[src/rtl/axi_store_writer_pkg.sv]
// Shared types and AXI constants for the single-beat store writer.
package axi_store_writer_pkg;

  typedef enum logic [1:0] {
    SZ_B = 2'd0,
    SZ_H = 2'd1,
    SZ_W = 2'd2,
    SZ_D = 2'd3
  } store_size_t;

  typedef enum logic [1:0] {
    ST_IDLE = 2'd0,
    ST_SEND = 2'd1,
    ST_RESP = 2'd2,
    ST_DONE = 2'd3
  } wr_state_t;

  localparam logic [1:0] BURST_INCR = 2'b01;
  localparam logic [1:0] RESP_OKAY  = 2'b00;

  function automatic logic [3:0] size_bytes(input store_size_t size);
    return 4'd1 << size;
  endfunction

endpackage

[src/rtl/axi_store_writer_lane_align.sv]
// Places right-justified store data onto its byte lanes of the 64-bit bus
// and flags accesses that are not naturally aligned or cross the 8-byte word.
module axi_store_writer_lane_align
  import axi_store_writer_pkg::*;
(
  input  logic [2:0]  i_addr_lo,
  input  store_size_t i_size,
  input  logic [63:0] i_data,
  output logic [63:0] o_wdata,
  output logic [7:0]  o_wstrb,
  output logic        o_misaligned
);

  logic [3:0] w_nbytes;
  logic [3:0] w_start;
  logic [3:0] w_end;

  assign w_nbytes = size_bytes(i_size);
  assign w_start  = {1'b0, i_addr_lo};
  assign w_end    = w_start + w_nbytes;

  assign o_misaligned = (w_end > 4'd8) || ((w_start & (w_nbytes - 4'd1)) != 4'd0);
  assign o_wdata      = i_data << {i_addr_lo, 3'b000};

  genvar gi;
  generate
    for (gi = 0; gi < 8; gi++) begin : g_strb
      assign o_wstrb[gi] = (4'(gi) >= w_start) && (4'(gi) < w_end);
    end
  endgenerate

endmodule

[src/rtl/axi_store_writer.sv]
// MEM-stage store master: one request at a time becomes a single-beat AXI
// write; completion is a one-cycle done pulse with an error flag.
module axi_store_writer
  import axi_store_writer_pkg::*;
#(
  parameter int                     ID_WIDTH   = 13,
  parameter int                     ADDR_WIDTH = 64,
  parameter int                     DATA_WIDTH = 64,
  parameter int                     STRB_WIDTH = DATA_WIDTH / 8,
  parameter logic [ID_WIDTH-1:0]    WR_ID      = '0
) (
  input  logic                    clk,
  input  logic                    reset,

  input  logic                    req_valid,
  output logic                    req_ready,
  input  logic [ADDR_WIDTH-1:0]   req_addr,
  input  logic [DATA_WIDTH-1:0]   req_data,
  input  logic [1:0]              req_size,
  output logic                    busy,
  output logic                    done,
  output logic                    done_err,

  output logic [ID_WIDTH-1:0]     m_axi_awid,
  output logic [ADDR_WIDTH-1:0]   m_axi_awaddr,
  output logic [7:0]              m_axi_awlen,
  output logic [2:0]              m_axi_awsize,
  output logic [1:0]              m_axi_awburst,
  output logic                    m_axi_awlock,
  output logic [3:0]              m_axi_awcache,
  output logic [2:0]              m_axi_awprot,
  output logic                    m_axi_awvalid,
  input  logic                    m_axi_awready,

  output logic [DATA_WIDTH-1:0]   m_axi_wdata,
  output logic [STRB_WIDTH-1:0]   m_axi_wstrb,
  output logic                    m_axi_wlast,
  output logic                    m_axi_wvalid,
  input  logic                    m_axi_wready,

  input  logic [ID_WIDTH-1:0]     m_axi_bid,
  input  logic [1:0]              m_axi_bresp,
  input  logic                    m_axi_bvalid,
  output logic                    m_axi_bready
);

  wr_state_t r_state;
  wr_state_t w_state_next;

  logic [ADDR_WIDTH-1:0] r_addr;
  logic [1:0]            r_size;
  logic [DATA_WIDTH-1:0] r_wdata;
  logic [STRB_WIDTH-1:0] r_wstrb;
  logic                  r_aw_done;
  logic                  r_w_done;
  logic                  r_err;

  logic                  w_accept;
  logic                  w_aw_hs;
  logic                  w_w_hs;
  logic                  w_b_hs;
  logic                  w_aw_done_next;
  logic                  w_w_done_next;
  logic                  w_misaligned;
  logic [DATA_WIDTH-1:0] w_lane_wdata;
  logic [STRB_WIDTH-1:0] w_lane_wstrb;

  // Lane placement is computed from the live request so the misalignment
  // verdict is available in the accept cycle; results are then latched.
  axi_store_writer_lane_align u_lane_align (
    .i_addr_lo    (req_addr[2:0]),
    .i_size       (store_size_t'(req_size)),
    .i_data       (req_data),
    .o_wdata      (w_lane_wdata),
    .o_wstrb      (w_lane_wstrb),
    .o_misaligned (w_misaligned)
  );

  assign w_accept       = (r_state == ST_IDLE) && req_valid;
  assign w_aw_hs        = m_axi_awvalid && m_axi_awready;
  assign w_w_hs         = m_axi_wvalid && m_axi_wready;
  assign w_b_hs         = m_axi_bvalid && m_axi_bready;
  assign w_aw_done_next = r_aw_done || w_aw_hs;
  assign w_w_done_next  = r_w_done || w_w_hs;

  always_ff @(posedge clk or posedge reset) begin
    if (reset) begin
      r_state <= ST_IDLE;
    end else begin
      r_state <= w_state_next;
    end
  end

  always_comb begin
    w_state_next = r_state;
    case (r_state)
      ST_IDLE: if (req_valid) w_state_next = w_misaligned ? ST_DONE : ST_SEND;
      ST_SEND: if (w_aw_done_next && w_w_done_next) w_state_next = ST_RESP;
      ST_RESP: if (m_axi_bvalid) w_state_next = ST_DONE;
      ST_DONE: w_state_next = ST_IDLE;
      default: w_state_next = ST_IDLE;
    endcase
  end

  // req_ready is also gated by reset so every handshake output reads 0 while held.
  always_comb begin
    req_ready     = (r_state == ST_IDLE) && !reset;
    busy          = (r_state != ST_IDLE);
    m_axi_awvalid = (r_state == ST_SEND) && !r_aw_done;
    m_axi_wvalid  = (r_state == ST_SEND) && !r_w_done;
    m_axi_bready  = (r_state == ST_RESP);
    done          = (r_state == ST_DONE);
    done_err      = (r_state == ST_DONE) && r_err;
  end

  always_ff @(posedge clk or posedge reset) begin
    if (reset) begin
      r_addr    <= '0;
      r_size    <= '0;
      r_wdata   <= '0;
      r_wstrb   <= '0;
      r_aw_done <= 1'b0;
      r_w_done  <= 1'b0;
      r_err     <= 1'b0;
    end else begin
      if (w_accept) begin
        r_addr    <= req_addr;
        r_size    <= req_size;
        r_wdata   <= w_lane_wdata;
        r_wstrb   <= w_lane_wstrb;
        r_err     <= w_misaligned;
        r_aw_done <= 1'b0;
        r_w_done  <= 1'b0;
      end
      if (r_state == ST_SEND) begin
        r_aw_done <= w_aw_done_next;
        r_w_done  <= w_w_done_next;
      end
      if ((r_state == ST_RESP) && w_b_hs) begin
        r_err <= (m_axi_bresp != RESP_OKAY) || (m_axi_bid != WR_ID);
      end
    end
  end

  assign m_axi_awid    = WR_ID;
  assign m_axi_awaddr  = r_addr;
  assign m_axi_awlen   = 8'd0;
  assign m_axi_awsize  = {1'b0, r_size};
  assign m_axi_awburst = BURST_INCR;
  assign m_axi_awlock  = 1'b0;
  assign m_axi_awcache = 4'd0;
  assign m_axi_awprot  = 3'd0;

  assign m_axi_wdata   = r_wdata;
  assign m_axi_wstrb   = r_wstrb;
  assign m_axi_wlast   = 1'b1;

endmodule

[config.mk]
export PLATFORM = sky130hd
export DESIGN_NAME = axi_store_writer
export DESIGN_NICKNAME = d
export VERILOG_FILES = /design/src/rtl/axi_store_writer_pkg.sv /design/src/rtl/axi_store_writer_lane_align.sv /design/src/rtl/axi_store_writer.sv
export SDC_FILE = /design/constraint.sdc
export NUM_CORES = 1
export LEC_CHECK = 0
export ABC_AREA = 0
export BUFFER_PORTS_ARGS = -buffer_cell sky130_fd_sc_hd__buf_2
export CORE_UTILIZATION = 30
export CTS_CLUSTER_DIAMETER = 150
export CTS_CLUSTER_SIZE = 25
export DETAILED_ROUTE_END_ITERATION = 12
export SLEW_MARGIN = 5
export SYNTH_ARGS = -nofsm -noshare
export SYNTH_HDL_FRONTEND = slang
export SYNTH_HIERARCHICAL = 1
export SYNTH_SLANG_ARGS = --single-unit
[constraint.sdc]
create_clock -name clk -period 4.5 [get_ports clk]
set_clock_uncertainty 0.1 [all_clocks]
set_input_delay 0 -clock clk [delete_from_list [all_inputs] [get_ports clk]]
set_output_delay 0 -clock clk [all_outputs]
set_load 0.05 [all_outputs]
==> results.md, run 1 <==
* NetSw at 4.112 mW
* Clk network pwr share at 17.7%
* I/O pins at 329
* Core area at 25,250 um^2
* Synthesized area at 7744 um^2
* Initial Util at 30.66%
* Worst hold path type: input pin to flip-flop
* Kind of critical path: input pin to flip-flop
* Largest net degree at the start of global routing at 94
* Initial antenna violation count at 4
* Hold buffer count at cts at 87
* Pwr Density at 747.6 nW/um^2
* Power, Total at 7.991 mW
* Clock Latency Late Sink at 0.42 ns
* # DRC at 0
* Postcts setup bufs at 0
* Post-synthesis area per instance at 11.70 um^2
* Die X at 162.7 um
* CP Cell Sequence: dlygate4sd3_1 -> buf_2 -> nor2b_1 -> ha_1 -> a211oi_1 -> or3_1 -> nand2_1 -> o21ai_0 -> and3_1 -> a221oi_1 -> a31oi_1 -> dlygate4sd3_1
* Post-layout util at 42.33%
* Syn-to-layout area delta at 38.04%
* Yosys cell types at 43
* Sequential Power Share at 27.5%
* Chip height at 162.7 um
* Ys flop type: dfrtp_1
* First-pass GRT wire length at 35.37 mm
* Number of flops mapped to enable cells by yosys at 0
* RSZ-0062 raised after global routing: false
* 1st-iter DRT viols at 253
* Fin nets at 1,186
* Antenna viol nets, final at 0
* Total wire length at 23.06 mm
* Slew headroom at 39.45%
* Seq/Total Area, Yosys at 46.21%
* Clock tree sinks at 143
* CP Capture Type: flip-flop
* Total GRT Usage at 17.61%
* Switching share of total power at 51.45%
* CP delay by family, top: buffers and inverters
* CTS Buffer Depth at 2
* WP buf/inv at 3
* Post-cts resize count at 0
* DP Worst Slack at 2.037 ns
* Violated checks: hold timing
* RD Place Congestion at 0.7777
* Die area at 26,460 um^2
* Minimum clock period after layout at 2.907 ns
* Layout cells sized above 1 at 48.65%
* Drt via density at 4.593
* Avg WL per Cell at 16.84 um
* Max_cap viols at 0
* Startpoint Class: input pin
* Final WS setup at 1.593 ns
* Combinational cell fraction of total power at 54.8%
* Synth Warn # at 6
* # setup viols final at 0
* Root Driver: clkbuf_16
* Pint at 3.879 mW
* CTS tree: done
* Final Hold Viols at 1
* Post-Place Cell Area at 9236 um^2
* DP HPWL at 16.11 mm
* Setup TNS at 0 ns
* Least-Margin Pin Slew at 0.9083 ns
* Synth Instances at 662
* FFs w/ async S/R, synth at 100.0%
* Num CTS Buffers at 17
* Final instance area at 10,690 um^2
* Slew Viols, Final at 0
* Flops & latches, synth at 143
* Worst path arrival time at 3.16 ns
* Required @ worst endpoint at 4.76 ns
* Port Buffers at 295
* CTS H-tree depth at 4
* Period Utilization, post-route at 64.59%
* DR vias at 6,288
* Worst vdd ir at 0.5168 mV
* Crit-path most repeated cell: dlygate4sd3_1
* Status: finished, violations left
* Row cnt at 58
* Maximum clock frequency at 344.0 MHz
* Total gr overflow at 0
* Max FO, Critical Path at 6
* First-pass DRT Iterations at 4
* CP peak stage delay at 0.56 ns
* Slowest CP cell: dlygate4sd3_1
* Worst hold margin at -0.004092 ns
* Pleak at 5.366 nW
* Vias in the first global route at 6,272
* Clk slew on worst S/H paths at 0.07 ns
-- final cells by class --
class	count	area (um^2)
multi-input cells	465	3670
repair buffers	387	2400
clock buffers	18	439.2
fillers	2443	14570
well taps	330	412.9
flip-flops and latches	143	3578
diodes	1	2.502
inverters	11	46.29
clock inverters	14	140.1
-- worst min-delay path, delay by kind of cell --
kind / cells / cell delay, ns
AND/OR/NAND/NOR: 2 / 0.22
multiplexers: 1 / 0.16
buffers and inverters: 1 / 0.11
-- power groups by stage --
stage | clock, mW | sequential [mW] | combinational, mW
2_1_floorplan | 0 | 4.27 | 1.30
3_3_place_gp | 0 | 2.20 | 4.30
3_5_place_dp | 0 | 2.22 | 4.33
4_1_cts | 1.46 | 2.20 | 4.40
5_1_grt | 1.52 | 2.28 | 4.58
6_report | 1.42 | 2.20 | 4.38
-- worst paths after layout --
check | depth (start not counted) | endpoint | from | slack, ns
min in group asynchronous | 3 | m_axi_awaddr[48] | reset | 0.23
max in group asynchronous | 4 | m_axi_awaddr[4] | reset | 2.86
worst min-delay path | 4 | m_axi_wdata[1] | req_data[1] | -0.004
worst max register to register | 7 | r_err | r_state[0] | 1.66
worst min register to register | 1 | m_axi_wdata[10] | m_axi_wdata[10] | 0.40
worst max-delay path | 12 | r_err | req_size[0] | 1.59
-- layer usage --
metal	up-vias	share of wire (%)	wire length (um)	track usage (%)
met3	23	9.4	2175	6.952
li1	2991	-	-	-
met1	3024	43	9984	22.24
met5	-	0.17	40	0
met2	244	46	10540	27.82
met4	6	1.4	323	4.800
-- registers in the layout, summed over array words and instances, names as in the netlist --
signal,cells
m_axi_awaddr,64
r_size,2
m_axi_wstrb,8
r_w_done,1
r_err,1
m_axi_wdata,64
r_aw_done,1
r_state,2
-- through the flow --
stage	cells	hold slack, ns
after floorplan	693	0.01022
after global placement	1249	0.1299
after detailed placement	1249	0.1348
after CTS	1368	0.001806
after global routing	1368	0.01046
final	1369	-0.004092
-- Yosys cell counts, types with 2 or more instances --
master,number,area (um^2)
buf_6,15,168.9
nand2_1,28,105.1
conb_1,2,7.510
clkbuf_1,6,22.52
nor2b_1,4,25.02
buf_12,2,40.04
a31oi_1,5,31.28
mux2i_1,47,470.5
mux2_4,8,120.1
o32ai_1,8,70.07
a21oi_1,21,105.1
buf_4,33,247.7
a211oi_1,2,15.01
o22ai_1,5,31.28
o21ai_2,3,26.28
buf_2,16,80.08
ha_1,9,112.6
nor2_1,77,289.0
a221oi_1,2,17.52
o21ai_0,8,40.04
o21ai_1,16,80.08
dfrtp_1,143,3578
mux2_2,158,1779
inv_1,10,37.54
nor4_1,3,18.77
nand2b_1,13,81.33
nor3_1,2,10.01
-- layout by cell type, fill, tap and decap left out, drive strengths merged, types with 5 or more instances in the layout --
cell	count
nand2	28
buf	300
o32ai	8
o21ai	27
ha	9
clkbuf	18
a21oi	22
o22ai	5
nand2b	13
inv	20
conb	33
nor2	77
dfrtp	143
dlygate4sd3	87
mux2	166
mux2i	47
a31oi	5
-- cell families (layout without fill, tap and decap cells) --
family                   Yosys count  in the layout  synth area share [%]
multiplexers                     213            213                 30.60
AO/OA/AOI/OAI                     75             75                 5.930
other                              2             34               0.09698
flip-flops                       143            143                 46.21
XOR/XNOR                           1              1                0.1131
AND/OR/NAND/NOR                  133            133                 7.336
adder cells (fa/ha/maj)           10             10                 1.713
buffers and inverters             85            430                 7.998
Note: power is estimated with default switching activity, not from simulation.
==> run 2, diff against run 1 <==
ABC_AREA = 1   (was 0)
clock period = 2.4 ns   (was 4.5 ns; I/O delays follow)
==> results.md, run 2 <==
* CTS Buffer Depth at 2
* RD Place Congestion at 0.8387
* 1st-iter DRT viols at 542
* Slew Viols, Final at 0
* Hold path cells at 7
* CP Capture Type: flip-flop
* Max FO, Critical Path at 1
* Commonest non-fill, non-tap cells in the layout: 608 x nand2_1, 295 x buf_2, 143 x dfrtp_1, 140 x dlygate4sd3_1, 69 x nor2_1
* Commonest cells in the netlist: 608 x nand2_1, 143 x dfrtp_1, 70 x nor2_1, 53 x buf_4, 44 x inv_1
* Total gr overflow at 0
* Drt via density at 4.516
* Port Buffers at 295
* GR Util met2 at 32.99%
* Synth Instances at 1,108
* First-pass DRT Iterations at 5
* GR Util met3 at 5.333%
* Flops & latches, synth at 143
* Sequential Power Share at 27.8%
* Leading area contributor after synthesis: dfrtp_1
* First-pass GRT wire length at 41.72 mm
* Die area at 26,750 um^2
* Pleak at 6.488 nW
* Largest net degree at the start of global routing at 141
* Setup TNS at 0 ns
* Worst path arrival time at 2.59 ns
* Synth Warn # at 6
* Clk network pwr share at 17.4%
* CTS H-tree depth at 4
* Pint at 6.769 mW
* Worst vdd ir at 0.7945 mV
* Layout cells sized above 1 at 23.15%
* Cell with the most instances after synthesis: nand2_1
* Fin nets at 1,680
* Startpoint Class: input pin
* Root Driver: clkbuf_16
* Seq/Total Area, Yosys at 45.70%
* Total GRT Usage at 20.40%
* Clock tree sinks at 143
* Commonest non-fill, non-tap cell in the layout: nand2_1
* Chip height at 163.6 um
* Max_cap viols at 0
* Worst hold path type: input pin to flip-flop
* Avg WL per Cell at 14.73 um
* # setup viols final at 0
* Maximum clock frequency at 420.3 MHz
* Die X at 163.6 um
* Yosys cell types at 27
* Required @ worst endpoint at 2.61 ns
* Number of flops mapped to enable cells by yosys at 0
* Period Utilization, post-route at 99.13%
* Top cells by area, synth: dfrtp_1 46%, nand2_1 29%, buf_4 5.1%
* Status: completed
* GRT busiest layer: met2
* Antenna viol nets, final at 0
* DP HPWL at 18.80 mm
* Routing usage on met1 at 25.75%
* Worst r2r path cells at 9
* Row cnt at 58
* Kind of critical path: input pin to flip-flop
* Slew headroom at 50.10%
* Minimum clock period after layout at 2.379 ns
* Switching share of total power at 53.72%
* Least-Margin Pin Slew at 0.7469 ns
* Post-layout util at 44.99%
* Clk slew on worst S/H paths at 0.07 ns
* Syn-to-layout area delta at 45.93%
* # DRC at 0
* Final Hold Viols at 0
* Vias in the first global route at 7,929
* Initial antenna violation count at 2
* Clock Latency Late Sink at 0.41 ns
* I/O pins at 329
* FFs w/ async S/R, synth at 100.0%
* CTS tree: done
* RSZ-0062 raised after global routing: false
* DR vias at 8,400
* NetSw at 7.857 mW
* Pwr Density at 1280 nW/um^2
* Combinational cell fraction of total power at 54.8%
* Ys flop type: dfrtp_1
* Post-synthesis area per instance at 7.067 um^2
* Total wire length at 27.40 mm
* Initial Util at 30.83%
* Num CTS Buffers at 17
* Synthesized area at 7830 um^2
* Synth top area share at 45.70%
* Core area at 25,400 um^2
-- run 2: cell count changes after synthesis, moves of 15 or more --
cell / previous run / this run
mux2_2: 158 / 0
o21ai_0: 8 / 38
inv_1: 10 / 44
o211ai_1: 0 / 20
nand2_1: 28 / 608
mux2i_1: 47 / 0
nand3_1: 1 / 16
buf_4: 33 / 53
-- run 2: worst paths after layout --
path	startpoint	end	slack (ns)
setup / recovery	m_axi_bid[8]	r_err	0.02
hold / removal	req_data[21]	m_axi_wdata[29]	0.02
setup reg to reg	r_state[0]	r_state[1]	0.49
hold reg to reg	m_axi_awaddr[57]	m_axi_awaddr[57]	0.37
max in group asynchronous	reset	m_axi_awaddr[38]	1.31
min in group asynchronous	reset	r_err	0.18
-- run 2: area by class of cell --
cell class	instances	area, um^2
fillers	2530	13970
multi-input cells	855	3596
flip-flops and latches	143	3578
repair buffers	454	3103
clock buffers	19	452.9
well taps	330	412.9
inverters	48	188.9
clock inverters	10	91.34
diodes	1	2.502
-- run 2: worst max-delay path: stages --
cell,delay [ns]
dlygate4sd3_1,0.53
buf_2,0.12
nor2_1,0.06
dlygate4sd3_1,0.55
nand2_1,0.05
dlygate4sd3_1,0.55
nor2_1,0.10
dlygate4sd3_1,0.55
a21oi_1,0.06
-- run 2: cells by family after synthesis --
logic type	after synthesis	share of synthesized area [%]
AOI/OAI and AO/OA	106	7.830
other	2	0.09591
buffers and inverters	141	9.955
DFF	143	45.70
adders and majority gates	10	1.694
and+or+nand+nor	706	34.72
-- run 2: timing repair --
item	4_1_cts	5_1_grt
setup buffers	0	0
endpoints found under the setup margin	0	9
hold endpoints to repair	145	0
gates resized for setup	0	5
hold buffers	141	0
-- run 2: per-stage QoR --
stage	power, mW	setup slack (ns)	instances	hold WS (ns)	cell area (um^2)
2_1_floorplan	9.950	0.5089	1139	0.009615	7950
3_3_place_gp	11.89	0.4103	1690	0.07371	9465
3_5_place_dp	11.94	0.3894	1690	0.07632	9465
4_1_cts	14.76	0.07881	1860	0.002687	11420
5_1_grt	15.51	0.004417	1860	0.05989	11430
6_report	14.63	0.02090	1860	0.01910	11430
-- run 2: power groups by stage --
stage / clock network, mW / logic, mW / registers [mW]
after global placement: 0 / 7.82 / 4.08
final: 2.54 / 8.02 / 4.07
after CTS: 2.63 / 8.07 / 4.06
after floorplan: 0 / 2.31 / 7.64
after detailed placement: 0 / 7.85 / 4.09
after global routing: 2.74 / 8.58 / 4.19
-- run 2: routing by layer --
layer,part of all wire [%],up-vias
li1,-,4173
met1,44,3822
met2,45,363
met3,8.3,40
met4,2.4,2
met5,0.047,-
